## config.mk

```make
export PLATFORM = sky130hd
export DESIGN_NAME = hazard_fwd_unit
export DESIGN_NICKNAME = d
export VERILOG_FILES = /design/src/rtl/hazard_pkg.sv /design/src/rtl/hazard_dest_pipe.sv /design/src/rtl/hazard_fwd_unit.sv
export SDC_FILE = /design/constraint.sdc
export NUM_CORES = 1
export LEC_CHECK = 0
export BUFFER_PORTS_ARGS = -buffer_cell sky130_fd_sc_hd__buf_2
export CORE_MARGIN = 4
export CORE_UTILIZATION = 51
export DETAILED_ROUTE_END_ITERATION = 6
export PLACE_DENSITY = 0.83
export RECOVER_POWER = 100
export SYNTH_ARGS = -nofsm -noshare
export SYNTH_HDL_FRONTEND = slang
export SYNTH_SLANG_ARGS = --single-unit
```

## constraint.sdc

```tcl
create_clock -name clk -period 3.7 [get_ports clk]
set_input_delay 0.74 -clock clk [delete_from_list [all_inputs] [get_ports clk]]
set_output_delay 0.74 -clock clk [all_outputs]
set_load 0.02 [all_outputs]
```

## src/rtl/hazard_pkg.sv

```systemverilog
// Shared types and constants for the hazard/forwarding controller.
package hazard_pkg;

    localparam int REG_ADDR_W = 5;

    // EX operand mux select encoding; 2'b00 is never produced.
    localparam logic [1:0] FWD_RF    = 2'b01;
    localparam logic [1:0] FWD_EXMEM = 2'b10;
    localparam logic [1:0] FWD_MEMWB = 2'b11;

    // Destination record carried by each shadow pipeline stage.
    typedef struct packed {
        logic                  valid;
        logic [REG_ADDR_W-1:0] rd;
        logic                  reg_write;
        logic                  mem_read;
    } dest_entry_t;

    localparam dest_entry_t DEST_BUBBLE = '0;

    // True when a stage will produce the register the ID instruction reads.
    // x0 is hard-wired zero and never forwarded.
    function automatic logic entry_match(
        input dest_entry_t           e,
        input logic [REG_ADDR_W-1:0] rs,
        input logic                  rs_used,
        input logic                  id_valid
    );
        return e.valid & e.reg_write & (e.rd == rs) & (rs != '0) & rs_used & id_valid;
    endfunction

endpackage

```

## src/rtl/hazard_dest_pipe.sv

```systemverilog
// Three-entry EX/MEM/WB shadow of in-flight destination registers.
// EX takes the ID entry or a bubble; MEM and WB always advance.
module hazard_dest_pipe
    import hazard_pkg::*;
(
    input  logic        clk,
    input  logic        rst,
    input  dest_entry_t id_entry_i,
    input  logic        bubble_i,
    output dest_entry_t ex_entry_o,
    output dest_entry_t mem_entry_o,
    output dest_entry_t wb_entry_o
);

    dest_entry_t ex_q, ex_d;
    dest_entry_t mem_q, mem_d;
    dest_entry_t wb_q, wb_d;

    // Next-state: shift the shadow pipeline, inserting a bubble into EX on request.
    always_comb begin
        ex_d  = id_entry_i;
        mem_d = ex_q;
        wb_d  = mem_q;
        if (bubble_i) begin
            ex_d = DEST_BUBBLE;
        end
    end

    // Stage registers with synchronous clear.
    always_ff @(posedge clk) begin
        if (rst) begin
            ex_q  <= DEST_BUBBLE;
            mem_q <= DEST_BUBBLE;
            wb_q  <= DEST_BUBBLE;
        end else begin
            ex_q  <= ex_d;
            mem_q <= mem_d;
            wb_q  <= wb_d;
        end
    end

    assign ex_entry_o  = ex_q;
    assign mem_entry_o = mem_q;
    assign wb_entry_o  = wb_q;

endmodule

```

## src/rtl/hazard_fwd_unit.sv

```systemverilog
// Hazard detection and operand forwarding for a 5-stage core.
// Selects are computed in ID and registered into EX; stall is combinational.
// Optional build macro HAZARD_STATS_EN adds 32-bit stall_count/flush_count.
module hazard_fwd_unit
    import hazard_pkg::*;
(
    input  logic                  clk,
    input  logic                  rst,
    input  logic                  id_valid,
    input  logic [REG_ADDR_W-1:0] id_rs1,
    input  logic [REG_ADDR_W-1:0] id_rs2,
    input  logic                  id_rs1_used,
    input  logic                  id_rs2_used,
    input  logic [REG_ADDR_W-1:0] id_rd,
    input  logic                  id_reg_write,
    input  logic                  id_mem_read,
    input  logic                  branch_taken,
`ifdef HAZARD_STATS_EN
    output logic [31:0]           stall_count,
    output logic [31:0]           flush_count,
`endif
    output logic                  stall,
    output logic [1:0]            fwd_sel_a,
    output logic [1:0]            fwd_sel_b
);

    dest_entry_t id_entry;
    dest_entry_t ex_entry;
    dest_entry_t mem_entry;
    dest_entry_t wb_entry;
    logic        bubble;
    logic        ex_match_a, ex_match_b;
    logic        mem_match_a, mem_match_b;
    logic [1:0]  sel_a_q, sel_a_d;
    logic [1:0]  sel_b_q, sel_b_d;

    assign id_entry = '{valid: id_valid, rd: id_rd, reg_write: id_reg_write,
                        mem_read: id_mem_read};

    hazard_dest_pipe u_dest_pipe (
        .clk         (clk),
        .rst         (rst),
        .id_entry_i  (id_entry),
        .bubble_i    (bubble),
        .ex_entry_o  (ex_entry),
        .mem_entry_o (mem_entry),
        .wb_entry_o  (wb_entry)
    );

    // Producer matches for both operands. The WB stage is absent on purpose:
    // the register file is write-first, so a WB producer reads correctly.
    always_comb begin
        ex_match_a  = entry_match(ex_entry,  id_rs1, id_rs1_used, id_valid);
        ex_match_b  = entry_match(ex_entry,  id_rs2, id_rs2_used, id_valid);
        mem_match_a = entry_match(mem_entry, id_rs1, id_rs1_used, id_valid);
        mem_match_b = entry_match(mem_entry, id_rs2, id_rs2_used, id_valid);
    end

    // Load-use stall, suppressed by a flush; either one injects an EX bubble.
    always_comb begin
        stall  = id_valid & ~branch_taken & ex_entry.mem_read & (ex_match_a | ex_match_b);
        bubble = stall | branch_taken;
    end

    // Next selects: the newest producer (EX) wins over the older one (MEM).
    // A load in EX always stalls, so it is only ever picked up from MEM/WB.
    always_comb begin
        sel_a_d = FWD_RF;
        sel_b_d = FWD_RF;
        if (!bubble) begin
            if (ex_match_a)       sel_a_d = FWD_EXMEM;
            else if (mem_match_a) sel_a_d = FWD_MEMWB;
            if (ex_match_b)       sel_b_d = FWD_EXMEM;
            else if (mem_match_b) sel_b_d = FWD_MEMWB;
        end
    end

    // Select registers that feed the EX operand muxes.
    always_ff @(posedge clk) begin
        if (rst) begin
            sel_a_q <= FWD_RF;
            sel_b_q <= FWD_RF;
        end else begin
            sel_a_q <= sel_a_d;
            sel_b_q <= sel_b_d;
        end
    end

    assign fwd_sel_a = sel_a_q;
    assign fwd_sel_b = sel_b_q;

`ifdef HAZARD_STATS_EN
    logic [31:0] stall_cnt_q, stall_cnt_d;
    logic [31:0] flush_cnt_q, flush_cnt_d;

    // Event counters; they wrap naturally at 2^32.
    always_comb begin
        stall_cnt_d = stall_cnt_q + {31'd0, stall};
        flush_cnt_d = flush_cnt_q + {31'd0, branch_taken};
    end

    // Counter registers with synchronous clear.
    always_ff @(posedge clk) begin
        if (rst) begin
            stall_cnt_q <= '0;
            flush_cnt_q <= '0;
        end else begin
            stall_cnt_q <= stall_cnt_d;
            flush_cnt_q <= flush_cnt_d;
        end
    end

    assign stall_count = stall_cnt_q;
    assign flush_count = flush_cnt_q;
`endif

endmodule

```

Word-level counts from Yosys, hierarchy flattened
Index checks and enable logic that the tools add are counted.
{"block": "totals", "reg_bits": 19, "in_bits": 23, "out_inout_bits": 5, "word_cells": 44}
{"block": "op_classes", "n_eq_ne": 4, "mux": 4, "bitwise": 24, "reduce_logical": 3}
{"cell": "$and 1x1->1", "n": 21}
{"cell": "$eq 5x5->1", "n": 4}
{"cell": "$reduce_bool 5->1", "n": 2}
{"cell": "$mux 2", "n": 4}
{"cell": "$or 1x1->1", "n": 2}
{"cell": "$reduce_or 2->1", "n": 1}
{"cell": "$not 1->1", "n": 1}

Longest topological paths before layout
Gate-level depths: netlist of run 1.
{"block": "depth", "word_depth": 9, "depth_mapped": 6, "depth_no_buf": 5}

Cells and area by module
A second synthesis of run 1 with hierarchy kept.
{"block": "hier_totals", "cells_unflattened": 100, "area_unflattened_um2": 1134.8}
{"mod": "hazard_dest_pipe", "instances": 1, "cells_each": 51, "area_each_um2": 705.7, "seq_area_each_um2": 480.5}
{"mod": "hazard_fwd_unit", "instances": 1, "cells_each": 49, "area_each_um2": 429.2, "seq_area_each_um2": 80.1}

Worst setup path before layout of run 1
OpenSTA, ideal clock, no wires.
{"block": "synth_timing", "kind": "in2out", "start": "input port id_rs1[3]", "end": "output port stall", "t_arrival_ns": 1.832, "required_ns": 2.960, "path_slack_ns": 1.128, "path_stages": 5, "path_buffers": 1, "cell_sequence": "xnor2_1 > nand4_1 > or4_4 > a21oi_2 > buf_6"}
{"block": "synth_via", "elab_chain_len": 7, "word_cells_on_any_way": 8, "cone_classes": "eq/ne: 1; bitwise: 6; reduce/logical: 1"}
{"item": "from (decl)", "line_no": "hazard_fwd_unit.sv:10", "text": "input logic [REG_ADDR_W-1:0] id_rs1,"}
{"item": "$eq 5x5->1", "line_no": "hazard_pkg.sv:29", "text": "return e.valid & e.reg_write & (e.rd == rs) & (rs != '0) & rs_used & id_valid;"}
{"item": "$and 1x1->1", "line_no": "hazard_pkg.sv:29"}
{"item": "$and 1x1->1 (*) (3 in series)", "line_no": "hazard_pkg.sv:29"}
{"item": "$or 1x1->1 (*)", "line_no": "hazard_fwd_unit.sv:61", "text": "stall = id_valid & ~branch_taken & ex_entry.mem_read & (ex_match_a | ex_match_b);"}
{"item": "$and 1x1->1 (*)", "line_no": "hazard_fwd_unit.sv:61"}
{"item": "to (decl)", "line_no": "hazard_fwd_unit.sv:22", "text": "output logic stall,"}
Every way passes the cells marked *; elsewhere a longest branch is shown, timed or not.

Final worst setup path of run 1
{"block": "layout_timing", "start": "input port id_rs1[4]", "end": "output port stall"}
Same word-level chain as after synthesis.

==> results of run 1 <==
==> stage by stage <==
stage                       util  cells  hold WS (ns)  setup WS, ns
after floorplan                -     86        0.4379         1.128
after global placement    0.6453    128        0.4417        0.9430
after detailed placement  0.6453    128        0.4588        0.8712
after CTS                 0.6631    132        0.4739        0.8658
after global routing      0.6372    132        0.4955        0.6126
final                     0.6372    132        0.4768        0.7263
==> critical path, stage by stage <==
cell,delay [ns]
sky130_fd_sc_hd__clkbuf_1,0.15
sky130_fd_sc_hd__or4_1,0.14
sky130_fd_sc_hd__o211ai_1,0.09
sky130_fd_sc_hd__or4_1,0.59
sky130_fd_sc_hd__a21oi_1,0.26
sky130_fd_sc_hd__clkbuf_1,0.26
==> cell usage in the layout, fill, tap and decap left out <==
master                      instances
sky130_fd_sc_hd__clkinv_2           1
sky130_fd_sc_hd__or4_1              6
sky130_fd_sc_hd__a2111oi_0          2
sky130_fd_sc_hd__a21oi_1            1
sky130_fd_sc_hd__nor2b_1            7
sky130_fd_sc_hd__nand2b_1           2
sky130_fd_sc_hd__xnor2_1           16
sky130_fd_sc_hd__o211ai_1           2
sky130_fd_sc_hd__clkbuf_4           3
sky130_fd_sc_hd__nand4_1            4
sky130_fd_sc_hd__clkbuf_1           8
sky130_fd_sc_hd__dfxtp_1           19
sky130_fd_sc_hd__nand2_1           10
sky130_fd_sc_hd__buf_2             20
sky130_fd_sc_hd__nand3b_1           1
sky130_fd_sc_hd__xor2_1             4
sky130_fd_sc_hd__and2_0             1
sky130_fd_sc_hd__nor2_1             9
==> cells by family (layout without fill, tap and decap cells) <==
logic type	count (synthesis)	after routing	synth area share
DFF	19	19	0.4490
AOI/OAI and AO/OA	5	5	0.07238
buffers and inverters	2	32	0.01772
and+or+nand+nor	40	40	0.2541
xor gates and xnor gates	20	20	0.2068
==> power groups by stage <==
stage               combinational, µW  clock (µW)  sequential (µW)
CTS                              44.4         105              215
detailed placement               44.2           0              219
global placement                 42.5           0              219
finish                           42.8         106              215
global route                     47.7         117              215
floorplan                        23.8           0              218
==> area by class of cell <==
class,count,area [µm²]
fillers,150,559.3
multi-input cells,65,424.2
flip-flops and latches,19,380.4
repair buffers,28,130.1
clock buffers,3,22.52
well taps,16,20.02
clock inverters,1,5.005
==> flip-flops by register name, summed over array words and instances (netlist names) <==
register                 cells
fwd_sel_a                    2
fwd_sel_b                    2
u_dest_pipe.ex_entry_o       8
u_dest_pipe.mem_entry_o      7
==> worst max path at each step <==
stage,from,to
final,id_rs1[4],stall
after global routing,id_rs1[4],stall
after CTS,id_rs2[0],stall
after detailed placement,id_rs2[0],stall
after global placement,id_rs1[0],stall
after floorplan,id_rs1[3],stall
==> per-layer routing <==
metal | up-vias | part of all wire
li1 | 348 | -
met1 | 338 | 0.39
met2 | 33 | 0.51
met3 | 7 | 0.079
met4 | 0 | 0.021
met5 | - | 0
==> reports/qor.csv, run 1 <==
metric,value,unit
final net count,140,
cell taking the most area after synthesis,sky130_fd_sc_hd__dfxtp_1,
clock buffers created by TritonCTS,3,
Crit Reg-Reg Endpoint,fwd_sel_a[1],
starting density of the core,0.5495,
switching power share of the total,0.2479,
Root Driver,sky130_fd_sc_hd__clkbuf_4,
number of pins with negative max-slew slack in the final report,0,
number of global-route vias before repair,735,
clock share of power,0.291,
maximum number of pins on one net before global-route repair,12,
busiest layer in global routing,met2,
total number of clock tree sinks,19,
most used standard cell by instance count after synthesis,sky130_fd_sc_hd__dfxtp_1,
number of cells traversed by the worst hold path,1,
initial antenna violation count,0,
number of post-CTS setup repair buffers,0,
number of cell instances on the worst register-to-register path,6,
TritonCTS clock tree,done,
I/O Pins,28,
data required time at the worst endpoint,2.96,ns
reg-to-reg setup timing slack,1.56,ns
post-route ant nets,0,
global routing usage on met1,0.1676,
RSZ-0062 raised after global routing,false,
average cell area after synthesis,9.850,µm²
Setup Skew,0.004781,ns
Relative slew margins,0.6186,
transition at the pin with the smallest max-transition slack,0.5700,ns
synthesized netlist net count,109,
Routability Congestion,0.8912,
post-synth cell types,18,
Port Buffer Count,27,
peak ir drop on the vdd network,0.0002508,V
Detailed Route Iter0 Violations,10,
first-pass GRT wire length,3036,µm
Post-Route WL,1862,µm
number of instances in the synthesized netlist,86,
number of gates resized after CTS,0,
worst path arrival time,2.23,ns
result of the run,"finished, final reports clean",
element type at the critical path end,output port,
layout cells sized above 1,0.2069,
static power due to leakage,0.0003781,µW
area growth from synthesis to layout,15.95,%
portion of the clock cycle consumed by the worst path in the final layout,0.8037,
core region area,1541,µm²
cell-internal power,273.2,µW
post-layout min period,2.974,ns
total count of hold-check failures in the final report,0,
Max Clock Freq,0.3363,GHz
horizontal die dimension,48.76,µm
post-detailed-route via-to-cell ratio,5.500,
class of the most critical hold timing path,flip-flop to flip-flop,
count of state elements after synthesis,19,
H-tree depth,1,
# rows,14,
placed cell areas,994.7,µm²
cell area after technology mapping,847.1,µm²
Hold Crit Endpoint,u_dest_pipe.mem_entry_o[1],
Setup Crit Path Kind,primary input to output port,
DIE AREA,2377,µm²
Overall Power,363.3,µW
total gr overflow,0,
insertion delay of the later-clocked pin in the worst-skew pair,0.30,ns
primary flip-flop cell chosen by synthesis mapping,sky130_fd_sc_hd__dfxtp_1,
sequential fraction of design power,0.591,
Post-synth EDFFs,0,
async set-reset flop share out of synthesis,0,
top-area cell type share of the netlist area,0.4490,
post-synthesis sequential area ratio,0.4490,
crit start category,primary input,
Clock transition at path regs,0.11,ns
Finished Cell Area,982.2,µm²
met3 demand-to-capacity share in global routing,0.04601,
setup violation total in the final timing report,0,
Synthesis Warnings,0,
remaining design rule violation count,0,
antenna diode count,0,
detailed-route via count,726,
hpwl dp,1553,µm
met2 capacity usage during global routing,0.3043,
global-route total usage across every layer,0.1637,
max-cap violations,0,
startpoint of the worst hold path,u_dest_pipe.ex_entry_o[1],
relative contribution of combinational cells to total power,0.118,
areal power density over the cells,369.9,nW/µm²
chip height,48.76,µm
largest driver fanout on the critical path,3,
commonest cells in the synthesized netlist,"19 x sky130_fd_sc_hd__dfxtp_1, 16 x sky130_fd_sc_hd__xnor2_1, 10 x sky130_fd_sc_hd__nand2_1",
number of detailed-routing iterations run before antenna repair,4,
DR WL/cell,14.11,µm
Synth area leaders,"sky130_fd_sc_hd__dfxtp_1 45%, sky130_fd_sc_hd__xnor2_1 17%, sky130_fd_sc_hd__nor2b_1 5.2%",
switching power,90.04,µW
launch instance of the worst register-to-register path,u_dest_pipe.ex_entry_o[5],
Final TNS setup,0,ns
cts hold-fix bufs,0,
clk buf depth,2,
No activity file was read; power rests on OpenSTA's default activity.
==> run 2: changes to the inputs <==
--- a/config.mk
+++ b/config.mk
@@ -7,9 +7,9 @@
 export LEC_CHECK = 0
 export BUFFER_PORTS_ARGS = -buffer_cell sky130_fd_sc_hd__buf_2
 export CORE_MARGIN = 4
-export CORE_UTILIZATION = 51
+export CORE_UTILIZATION = 43
 export DETAILED_ROUTE_END_ITERATION = 6
-export PLACE_DENSITY = 0.83
+export PLACE_DENSITY = 0.74
 export RECOVER_POWER = 100
 export SYNTH_ARGS = -nofsm -noshare
 export SYNTH_HDL_FRONTEND = slang
==> constraint.sdc (replaced) <==
create_clock -name clk -period 2.59 [get_ports clk]
set_input_delay 0.518 -clock clk [delete_from_list [all_inputs] [get_ports clk]]
set_output_delay 0.518 -clock clk [all_outputs]
set_load 0.02 [all_outputs]
==> run 2 against run 1 <==
  * Cell area rose by 2.0%
  * Sequential share of layout area fell by 0.77 points
  * Clock skew fell by 0.0010 ns
  * Combinational power rose by 43%
  * Register-to-register slack got worse by 1.0 ns
  * Global-route usage fell by 1.3 points
  * Routed wire length fell by 8.1%
  * Sequential power rose by 42%
  * Die area rose by 15%
  * Hold slack got worse by 0.063 ns
  * Largest cell class unchanged
==> reports/qor.csv, run 2 (synthesized netlist as in run 1, its figures left out) <==
metric,value,unit,change
core region area,1802,µm²,+17%
Setup Crit Path Kind,flip-flop to output port,,
number of detailed-routing iterations run before antenna repair,2,,-2
chip height,52.39,µm,+7.4%
Root Driver,sky130_fd_sc_hd__clkbuf_4,,
data required time at the worst endpoint,2.07,ns,-0.89 ns
Relative slew margins,0.6298,,+0.01119
total gr overflow,0,,unchanged
element type at the critical path end,output port,,
final net count,140,,unchanged
number of pins with negative max-slew slack in the final report,0,,unchanged
Detailed Route Iter0 Violations,3,,-7
starting density of the core,0.4701,,-0.07937
Max Clock Freq,0.4184,GHz,
portion of the clock cycle consumed by the worst path in the final layout,0.9227,,
DIE AREA,2744,µm²,+15%
remaining design rule violation count,0,,unchanged
Post-Place Setup Slack,0.2075,ns,-0.6637 ns
detailed-route via count,687,,-5.4%
horizontal die dimension,52.39,µm,+7.4%
max-cap violations,0,,unchanged
largest driver fanout on the critical path,3,,unchanged
number of gates resized after CTS,0,,unchanged
most frequent standard cell in the layout excluding fill and tap cells,sky130_fd_sc_hd__buf_2,,
class of the most critical hold timing path,primary input to flip-flop,,
clk buf depth,2,,unchanged
transition at the pin with the smallest max-transition slack,0.5532,ns,-0.01673 ns
startpoint of the worst hold path,id_mem_read,,
areal power density over the cells,514.6,nW/µm²,+39%
initial antenna violation count,0,,unchanged
post-layout min period,2.390,ns,
static power due to leakage,0.0003840,µW,+1.6%
maximum number of pins on one net before global-route repair,11,,-1
total number of clock tree sinks,19,,unchanged
cts hold-fix bufs,0,,unchanged
first-pass GRT wire length,2898,µm,-4.5%
Routability Congestion,0.8770,,-1.6%
number of post-CTS setup repair buffers,0,,unchanged
global-route total usage across every layer,0.1505,,-0.01324
most frequent cells in the layout,"21 x sky130_fd_sc_hd__buf_2, 19 x sky130_fd_sc_hd__dfxtp_1, 16 x sky130_fd_sc_hd__xnor2_1",,
area growth from synthesis to layout,18.32,%,
H-tree depth,1,,unchanged
# rows,15,,+1
hpwl dp,1444,µm,-7.0%
insertion delay of the later-clocked pin in the worst-skew pair,0.30,ns,about the same
setup violation total in the final timing report,0,,unchanged
layout cells sized above 1,0.2328,,+0.02586
Port Buffer Count,27,,unchanged
worst setup slack after layout,0.2002,ns,-0.5261 ns
result of the run,"finished, final reports clean",,
clock buffers created by TritonCTS,3,,unchanged
worst path arrival time,1.87,ns,-0.36 ns
antenna diode count,0,,unchanged
I/O Pins,28,,unchanged
flip-flop count of the largest register after layout,8,,unchanged
TritonCTS clock tree,done,,
post-route ant nets,0,,unchanged
fill cell count,178,,+19%
Setup Skew,0.003777,ns,-0.001004 ns
number of global-route vias before repair,679,,-7.6%
Clock transition at path regs,0.10,ns,about the same
RSZ-0062 raised after global routing,false,,
launch instance of the worst register-to-register path,u_dest_pipe.ex_entry_o[2],,
launching element of the worst setup path,u_dest_pipe.ex_entry_o[2],,
Post-Route WL,1712,µm,-8.1%
Final TNS setup,0,ns,unchanged
post-detailed-route via-to-cell ratio,4.872,,-11%
total count of hold-check failures in the final report,0,,unchanged
DR WL/cell,12.14,µm,-14%
crit start category,flip-flop,,
peak ir drop on the vdd network,0.0003564,V,+42%
==> run 2: cell types whose count changed in the layout (fill, tap and decap cells not counted) <==
| cell | before | now |
|---|---|---|
| sky130_fd_sc_hd__and2_1 | 0 | 1 |
| sky130_fd_sc_hd__a21oi_2 | 0 | 1 |
| sky130_fd_sc_hd__buf_2 | 20 | 21 |
| sky130_fd_sc_hd__clkbuf_1 | 8 | 7 |
| sky130_fd_sc_hd__or4_1 | 6 | 5 |
| sky130_fd_sc_hd__or4_4 | 0 | 1 |
| sky130_fd_sc_hd__clkbuf_2 | 0 | 1 |
| sky130_fd_sc_hd__a21oi_1 | 1 | 0 |
| sky130_fd_sc_hd__and2_0 | 1 | 0 |
| sky130_fd_sc_hd__clkinv_2 | 1 | 0 |
==> run 2: cell type report <==
type / count / area [µm²] / area share
Multi-Input combinational cell: 65 / 431.7 / 0.4307
Sequential cell: 19 / 380.4 / 0.3795
Timing Repair Buffer: 28 / 132.6 / 0.1323
Clock buffer: 4 / 26.28 / 0.02622
Tap cell: 25 / 31.28 / 0.03121
==> run 2: where the power goes <==
| group | leakage [µW] | internal, µW | total [µW] | switching [µW] |
|---|---|---|---|---|
| Clock | 0.0000150 | 60.2 | 148 | 88.3 |
| Combinational | 0.000214 | 33.1 | 61.4 | 28.3 |
| Sequential | 0.000155 | 300 | 306 | 5.92 |
==> run 2: worst paths after layout <==
| path | endpoint | slack [ns] | cells after the start |
|---|---|---|---|
| max | stall | 0.20 | 5 |
| min | u_dest_pipe.ex_entry_o[0] | 0.41 | 3 |
| max reg2reg | fwd_sel_b[1] | 0.56 | 6 |
| min reg2reg | u_dest_pipe.mem_entry_o[7] | 0.47 | 1 |
==> run 2: stage by stage <==
stage / total power, µW / area, µm² / hold WS (ns) / instances / utilization
after floorplan: 345.3 / 847.1 / 0.4379 / 86 / -
after global placement: 375.0 / 1006 / 0.4478 / 137 / 0.5583
after detailed placement: 376.0 / 1006 / 0.4551 / 137 / 0.5583
after CTS: 524.5 / 1032 / 0.4078 / 141 / 0.5729
after global routing: 544.5 / 1002 / 0.4039 / 141 / 0.5563
final: 515.7 / 1002 / 0.4137 / 141 / 0.5563
==> run 2: critical path, stage by stage (launching register included) <==
cell                       delay, ns
sky130_fd_sc_hd__dfxtp_1        0.39
sky130_fd_sc_hd__xnor2_1        0.14
sky130_fd_sc_hd__nand4_1        0.11
sky130_fd_sc_hd__or4_1          0.54
sky130_fd_sc_hd__a21oi_2        0.20
sky130_fd_sc_hd__clkbuf_2       0.19
==> run 2: metal layers <==
layer,up-vias,global-route usage,share of wire
met2,17,0.2417,0.52
met5,-,0,0
met1,316,0.1684,0.39
met3,5,0.05413,0.067
li1,349,-,-
met4,0,0.08936,0.027
